[src/rtl/reu_dma_seq.sv]
// REU DMA sequencer: owns the C64 bus via DMA and moves bytes between the C64 bus and
// the SDRAM controller, returning per-byte advance strobes and end/fault events.
module reu_dma_seq #(
    parameter int unsigned START_WAIT = 1
) (
    input  logic       PHI2,
    input  logic       Reset,
    input  logic       Execute,
    input  logic [1:0] XferType,
    input  logic       Length1,
    input  logic       BA,
    input  logic [7:0] CD,
    output logic       DMAn,
    output logic       BusRW,
    output logic       BusDrive,
    output logic [7:0] CDOut,
    output logic       RAMReq,
    output logic       RAMWE,
    output logic [7:0] RAMWrD,
    input  logic [7:0] RAMRdD,
    input  logic       RAMRdy,
    output logic       IncCA,
    output logic       IncREUA,
    output logic       DecLen,
    output logic       XferEnd,
    output logic       SetEndOfBlock,
    output logic       SetVerifyErr,
    output logic       Busy
);

    typedef enum logic [2:0] {
        S_IDLE, S_START, S_C_RD, S_R_RD, S_R_WR, S_C_WR, S_NEXT, S_END
    } state_t;

    typedef enum logic [1:0] {
        X_STASH, X_FETCH, X_SWAP, X_VERIFY
    } xfer_t;

    state_t     r_state;
    xfer_t      r_type;
    logic [2:0] r_wait;
    logic [7:0] r_cbyte;
    logic [7:0] r_rbyte;
    logic       r_vmis;
    state_t     w_first;

    always_comb begin
        w_first = (r_type == X_FETCH) ? S_R_RD : S_C_RD;
    end

    always_ff @(negedge PHI2) begin
        if (Reset) begin
            r_state <= S_IDLE;
            r_type  <= X_STASH;
            r_wait  <= '0;
            r_cbyte <= '0;
            r_rbyte <= '0;
            r_vmis  <= 1'b0;
        end else begin
            case (r_state)
                S_IDLE: begin
                    if (Execute) begin
                        r_type  <= xfer_t'(XferType);
                        r_wait  <= '0;
                        r_vmis  <= 1'b0;
                        r_state <= S_START;
                    end
                end
                S_START: begin
                    if (r_wait == 3'(START_WAIT - 1)) r_state <= w_first;
                    else                              r_wait  <= r_wait + 3'd1;
                end
                S_C_RD: begin
                    if (BA) begin
                        r_cbyte <= CD;
                        r_state <= (r_type == X_STASH) ? S_R_WR : S_R_RD;
                    end
                end
                S_R_RD: begin
                    if (RAMRdy) begin
                        r_rbyte <= RAMRdD;
                        // compare against the fresh SDRAM byte; held until NEXT decides
                        r_vmis  <= (r_type == X_VERIFY) && (r_cbyte != RAMRdD);
                        case (r_type)
                            X_FETCH: r_state <= S_C_WR;
                            X_SWAP:  r_state <= S_R_WR;
                            default: r_state <= S_NEXT;
                        endcase
                    end
                end
                S_R_WR: begin
                    if (RAMRdy) r_state <= (r_type == X_SWAP) ? S_C_WR : S_NEXT;
                end
                S_C_WR: begin
                    if (BA) r_state <= S_NEXT;
                end
                S_NEXT: begin
                    if (Length1 || r_vmis) r_state <= S_END;
                    else                   r_state <= w_first;
                end
                S_END:   r_state <= S_IDLE;
                default: r_state <= S_IDLE;
            endcase
        end
    end

    // Bus drive follows BA within the C_WR cycle so a VIC stall never sees a write.
    always_comb begin
        DMAn          = (r_state == S_IDLE);
        Busy          = (r_state != S_IDLE);
        BusDrive      = (r_state == S_C_WR) && BA;
        BusRW         = !BusDrive;
        CDOut         = r_rbyte;
        RAMReq        = (r_state == S_R_RD) || (r_state == S_R_WR);
        RAMWE         = (r_state == S_R_WR);
        RAMWrD        = r_cbyte;
        IncCA         = (r_state == S_NEXT);
        IncREUA       = (r_state == S_NEXT);
        DecLen        = (r_state == S_NEXT);
        SetEndOfBlock = (r_state == S_NEXT) && Length1;
        SetVerifyErr  = (r_state == S_NEXT) && r_vmis;
        XferEnd       = (r_state == S_NEXT) && (Length1 || r_vmis);
    end

endmodule

[config.mk]
export PLATFORM = sky130hd
export DESIGN_NAME = reu_dma_seq
export DESIGN_NICKNAME = d
export VERILOG_FILES = /design/src/rtl/reu_dma_seq.sv
export SDC_FILE = /design/constraint.sdc
export NUM_CORES = 1
export LEC_CHECK = 0
export ABC_AREA = 1
export CAP_MARGIN = 40
export CORE_ASPECT_RATIO = 0.9
export CORE_MARGIN = 4
export CORE_UTILIZATION = 47
export DETAILED_ROUTE_END_ITERATION = 10
export PLACE_DENSITY = 0.81
export SYNTH_ARGS = -nofsm -noshare
export SYNTH_HDL_FRONTEND = slang
export SYNTH_SLANG_ARGS = --single-unit
[constraint.sdc]
create_clock -name PHI2 -period 2.5 [get_ports PHI2]
set_input_delay 0.5 -clock PHI2 [delete_from_list [all_inputs] [get_ports PHI2]]
set_output_delay 0.5 -clock PHI2 [all_outputs]
set_load 0.01 [all_outputs]
# ---- Yosys cells after proc, flatten, opt, wreduce, memory -nomap -nowiden
# Cells that the tools add are included.
dict set report totals {
  out_inout_bits 28
  elab_cells 63
  ff_bits 25
  in_bits 24
}
dict set report op_classes {
  n_addsub 1
  n_eq_ne 18
  n_reduce_logical 20
  mux 18
}
# operator count
set op_table {}
lappend op_table {{$mux 3} 10}
lappend op_table {{$pmux 3 s8} 1}
lappend op_table {{$eq 3x3->1 const B} 4}
lappend op_table {{$ne 2x2->1 const B} 6}
lappend op_table {{$ne 8x8->1} 1}
lappend op_table {{$eq 3x2->1 const B} 2}
lappend op_table {{$logic_not 3->1} 2}
lappend op_table {{$pmux 3 s2} 1}
lappend op_table {{$reduce_and 2->1} 3}
lappend op_table {{$reduce_and 3->1} 2}
lappend op_table {{$reduce_and 6->1} 1}
lappend op_table {{$logic_and 1x1->1} 5}
lappend op_table {{$eq 2x2->1 const B} 2}
lappend op_table {{$pmux 2 s2} 1}
lappend op_table {{$reduce_bool 2->1} 2}
lappend op_table {{$add 3x1->3 const B} 1}
lappend op_table {{$eq 3x1->1 const B} 1}
lappend op_table {{$mux 1} 3}
lappend op_table {{$reduce_bool 3->1} 1}
lappend op_table {{$eq 2x1->1 const B} 1}
lappend op_table {{$logic_not 2->1} 1}
lappend op_table {{$logic_or 1x1->1} 2}
lappend op_table {{$mux 2} 1}
lappend op_table {{$ne 2x1->1 const B} 1}
lappend op_table {{2 further kinds} 2}

# ---- Longest topological paths before layout
# Gate-level depths: netlist (run 1).
dict set report logic_depth {
  depth_word 4
  mapped_depth 10
  ltp_nobuf 10
}

==> impl_metrics.tcl, run 1 <==
set metrics [dict create \
    syn_area_um2 1420 \
    ir_drop_v 0.00101 \
    synth_cell_type_count 23 \
    setup_viol 33 \
    grt_pass1_wl_um 10800 \
    path_cells "buf_12, nand3_4, inv_4, nand2_2, inv_2, buf_6" \
    maxCapViolations 0 \
    status "finished with violations" \
    vias 2188 \
    cts.sinks 25 \
    clk_path_buf_depth 2 \
    grt_start_max_net_pins 19 \
    wl_met2_um 3910 \
    synth-warning-count 0 \
    rows 18 \
    fin_skew_ns 0.0315 \
    final_nets 366 \
    max_stage_delay_ns 0.38 \
    antenna_found_initial 0 \
    wl_met3_um 739 \
    fin_area_um2 2720 \
    num-fill-cells 60 \
    slew_headroom 0.809 \
    path_clk_slew_ns 0.07 \
    synth_fp_nets 237 \
    initial_utilization 0.506 \
    die_area_um2 3980 \
    viasPerCell 5.83 \
    drt_iter0_drc 300 \
    synth.largest_area_cell "dfxtp_1" \
    drc 0 \
    grt_pass1_vias 2335 \
    cts_buffers 3 \
    syn_avg_cell_area_um2 6.88 \
    cts.htree.levels 1 \
    area_delta_synth_final_pct 90.9 \
    hp-start "CDOut[1]" \
    cp_max_fo 5 \
    worstSetupEndpointType "primary output" \
    layout_setup_ws_ns -0.645 \
    gr-total-overflow 0 \
    cp_slowest_cell "dfxtp_4" \
    clk_latency_ns 0.45 \
    portBuffers 51 \
    drt_wl_total_um 8270 \
    leakage_uw 0.00142 \
    min_path_type "reg -> reg" \
    dpl_cell_area_um2 2260 \
    rsz0062_at_grt "yes" \
    routed.top_layer "met4" \
    die_x_um 66.0 \
    diodes 0 \
    hold_viol 0 \
    drive_gt1_frac 0.472 \
    io_pins 52 \
    dr.pass1.iters 5 \
    ys_seq_area_frac 0.351 \
    root_buffer "clkbuf_4" \
    wl_per_cell_um 22.1 \
    die_h_um 60.2 \
    powerDensity_nw_per_um2 977 \
    power_uw 2650 \
    gp_congestion 0.853 \
    synthCells 207 \
    ys_ff_latch 25 \
    track_usage 0.365 \
    cp.arrival_ns 2.64 \
    drv_slew 0 \
    cp-startpoint "r_state[1]" \
    tightest_slew_ns 0.284 \
    synth_area_leaders "dfxtp_1 (35%), nor2_1 (9.0%), inv_1 (8.2%)" \
    cp.required_ns 2.00 \
    violations "negative setup slack" \
    core-area_um2 2820 \
    met1_length_um 2820 \
    antenna_left 0 \
    synth_top_cell_area_share 0.351 \
    worstReg2RegStart "r_state[1]" \
    dpl.hpwl_um 3230 \
    cts_tree "done" \
    critPathKind "reg -> out" \
    start_kind "flip-flop" \
    postCtsHoldBufs 0 \
]
## final cells by class
class / count / area [um2] / share of cell area
Clock buffer: 3 / 22.5 / 0.00829
Clock inverter: 26 / 97.6 / 0.0359
Inverter: 34 / 140 / 0.0516
Multi-Input combinational cell: 139 / 877 / 0.323
Sequential cell: 25 / 532 / 0.196
Tap cell: 40 / 50.0 / 0.0184
Timing Repair Buffer: 108 / 998 / 0.367
## cells in the mapped netlist, drive strengths merged
library cell	count
dfxtp	25
nor3	1
nand2	31
a21oi	16
nor2	40
buf	7
o21ai	24
inv	35
ha	6
or2	1
xnor2	8
nand3	12
clkbuf	1
## report_power, final
part           leakage (uW)  switching (uW)  internal, uW
Sequential         0.000213             118           501
Clock              0.000152             326           111
Combinational       0.00105             851           747
Total               0.00142            1290          1360
## layer usage
| metal | vias to the layer above | GRT usage |
|---|---|---|
| li1 | 901 | - |
| met1 | 991 | 0.356 |
| met4 | 0 | 0.246 |
| met2 | 208 | 0.659 |
| met3 | 88 | 0.120 |
| met5 | - | 0 |
## worst paths after layout
check	endpoint	slack (ns)	cells past startpoint
max	XferEnd	-0.64	6
min	CDOut[1]	0.57	2
max reg2reg	r_wait[1]	0.67	12
min reg2reg	CDOut[1]	0.57	2
## worst max-delay path, delay by kind of cell (launching register included)
kind | cells | cell delay [ns]
buf+inv | 4 | 0.42
flops | 1 | 0.38
simple gates | 2 | 0.16
## sequential cells by signal, summed over array words and instances (netlist names)
name     flops
CDOut        8
RAMWrD       8
r_state      3
r_type       2
r_vmis       1
r_wait       3
## logic make-up after synthesis
family | count (synthesis) | share of synthesized area
AOI/OAI and AO/OA | 40 | 0.143
xor gates and xnor gates | 8 | 0.0492
DFF | 25 | 0.351
buffers and inverters | 43 | 0.134
and+or+nand+nor | 85 | 0.269
adders and majority gates | 6 | 0.0527
## stage by stage
step	hold WS (ns)	setup WS, ns	util	setup TNS [ns]	std cells
5_1_grt	0.572	-0.661	0.965	-9.74	375
3_3_place_gp	0.476	-0.577	0.802	-17.54	329
4_1_cts	0.508	-0.546	0.929	-7.17	370
2_1_floorplan	0.474	-0.113	-	-0.575	207
3_5_place_dp	0.490	-0.597	0.802	-18.58	329
6_report	0.566	-0.645	0.965	-9.11	375
## placed cells by master, fill, tap and decap left out
| cell | instances |
|---|---|
| a21oi_1 | 13 |
| a21oi_2 | 3 |
| buf_12 | 1 |
| buf_2 | 5 |
| buf_4 | 49 |
| buf_6 | 29 |
| buf_8 | 1 |
| clkbuf_4 | 3 |
| clkdlybuf4s50_1 | 13 |
| dfxtp_1 | 6 |
| dfxtp_2 | 16 |
| dfxtp_4 | 3 |
| dlygate4sd2_1 | 3 |
| dlymetal6s2s_1 | 7 |
| ha_1 | 6 |
| inv_1 | 48 |
| inv_2 | 8 |
| inv_4 | 3 |
| inv_6 | 1 |
| nand2_1 | 19 |
| nand2_2 | 8 |
| nand2_4 | 4 |
| nand3_1 | 7 |
| nand3_2 | 4 |
| nand3_4 | 1 |
| nor2_1 | 28 |
| nor2_2 | 6 |
| nor2_4 | 6 |
| nor3_4 | 1 |
| o21ai_0 | 17 |
| o21ai_1 | 4 |
| o21ai_2 | 3 |
| or2_4 | 1 |
| xnor2_1 | 6 |
| xnor2_2 | 2 |
## what timing repair did
item / in CTS / in global routing
buffers inserted: 14 / 5
gates cloned: 1 / 0
pin swaps: 18 / 13
gates resized for setup: 190 / 21
setup endpoints to repair: 48 / 43
Power figures use the tool's default switching activity.
==> inputs of run 2 (changes only) <==
--- a/config.mk
+++ b/config.mk
@@ -10,8 +10,10 @@
 export CORE_ASPECT_RATIO = 0.9
 export CORE_MARGIN = 4
 export CORE_UTILIZATION = 47
+export CTS_CLUSTER_SIZE = 30
 export DETAILED_ROUTE_END_ITERATION = 10
 export PLACE_DENSITY = 0.81
+export REMOVE_ABC_BUFFERS = 1
 export SYNTH_ARGS = -nofsm -noshare
 export SYNTH_HDL_FRONTEND = slang
 export SYNTH_SLANG_ARGS = --single-unit
==> impl_metrics.tcl, run 2 (synthesized netlist as in run 1, its figures left out) <==
set metrics [dict create \
    status "finished with violations" \
    violations "negative setup slack" \
    diodes 0 \
    fin_skew_ns 0.0738 \
    tightest_slew_ns 0.511 \
    die_x_um 66.0 \
    min_path_type "reg -> reg" \
    cp.required_ns 2.00 \
    maxCapViolations 0 \
    gr-total-overflow 0 \
    tns_ns -10.79 \
    rsz0062_at_grt "yes" \
    setup_viol 44 \
    cts_tree "done" \
    viasPerCell 6.14 \
    wl_per_cell_um 23.0 \
    grt_pass1_vias 2096 \
    path_clk_slew_ns 0.10 \
    drt_wl_total_um 8470 \
    postCtsHoldBufs 0 \
    final_nets 359 \
    cts_buffers 3 \
    power_frac_seq 0.226 \
    drive_gt1_frac 0.433 \
    vias 2258 \
    antenna_left 0 \
    root_buffer "clkbuf_4" \
    cp.arrival_ns 2.68 \
    leakage_uw 0.00139 \
    start_kind "flip-flop" \
    die_h_um 60.2 \
    drc 0 \
    powerDensity_nw_per_um2 1040 \
    rows 18 \
    cts.sinks 25 \
    area_delta_synth_final_pct 86.7 \
    drt_iter0_drc 280 \
    worstSetupEndpointType "primary output" \
    cts.htree.levels 1 \
    layout_setup_ws_ns -0.681 \
    core-area_um2 2820 \
    final_cell_mix "inv_1 (50), buf_4 (43), buf_6 (32), nor2_1 (28), nand2_1 (21)" \
    p_comb_frac 0.569 \
    io_pins 52 \
    die_area_um2 3980 \
    net-switching-power_uw 1370 \
    cp_max_fo 4 \
    dr.pass1.iters 7 \
    p_int_uw 1400 \
    power.share.switching 0.494 \
    power_uw 2770 \
    critPathKind "reg -> out" \
    num-fill-cells 85 \
    antenna_found_initial 0 \
    gp_congestion 0.861 \
    clk_latency_ns 0.47 \
    track_usage 0.343 \
    grt_pass1_wl_um 10100 \
    slew_headroom 0.656 \
    ir_drop_v 0.000677 \
    grt_start_max_net_pins 17 \
    initial_utilization 0.506 \
    p_clk_frac 0.205 \
    dpl.hpwl_um 3250 \
    portBuffers 51 \
    clk_path_buf_depth 2 \
    drv_slew 0 \
    final_common_cell "inv_1" \
    hold_viol 0 \
]
==> run 2: cell count changes in the layout (fill, tap and decap cells not counted), moves of 3 or more <==
cell | previous run | this run
buf_4 | 49 | 43
buf_6 | 29 | 32
nand2_4 | 4 | 1
nand3_2 | 4 | 1
==> run 2: area by class of cell <==
class / instances / area [um2] / share of cell area
Timing Repair Buffer: 101 / 945 / 0.355
Sequential cell: 25 / 532 / 0.200
Inverter: 34 / 133 / 0.0499
Clock inverter: 26 / 124 / 0.0466
Clock buffer: 3 / 22.5 / 0.00847
Tap cell: 40 / 50.0 / 0.0188
Multi-Input combinational cell: 139 / 853 / 0.321
==> run 2: critical path: stages, from the launching register on <==
cell	delay, ns
dfxtp_4	0.40
buf_6	0.11
nand3_4	0.10
inv_2	0.10
nand2_2	0.06
inv_2	0.07
buf_6	0.10
==> run 2: per-stage QoR <==
step                hold slack (ns)  instance area, um2   util  instances  setup WS (ns)
floorplan                     0.474                1360      -        199         -0.444
global placement              0.483                2190  0.780        326         -0.569
detailed placement            0.495                2190  0.780        326         -0.621
CTS                           0.507                2540  0.903        365         -0.564
global route                  0.558                2660  0.944        368         -0.712
finish                        0.518                2660  0.944        368         -0.681
==> run 2: what timing repair did <==
action	CTS	global route
gates resized for setup	190	26
setup buffers	11	3
endpoints found under the setup margin	48	39
pin swaps	20	13
==> run 2: final timing paths <==
path                            startpoint  slack (ns)          to  cells after the start
worst max register to register  r_state[2]        0.66  r_state[0]                      9
worst min register to register    CDOut[6]        0.52    CDOut[6]                      2
worst max-delay path            r_state[2]       -0.68     XferEnd                      6
worst min-delay path              CDOut[6]        0.52    CDOut[6]                      2
==> run 2: power groups by stage <==
stage	clock network, uW	logic [uW]	registers [uW]
6_report	570	1580	626
3_3_place_gp	63.6	1030	556
3_5_place_dp	63.6	1070	560
5_1_grt	603	1630	623
2_1_floorplan	63.6	505	593
4_1_cts	481	1270	595
==> run 2: layer usage <==
layer,track usage,vias to the layer above,part of all wire
li1,-,884,-
met1,0.371,1003,0.32
met2,0.584,260,0.44
met3,0.133,111,0.13
met4,0.177,0,0.11
met5,0,-,0
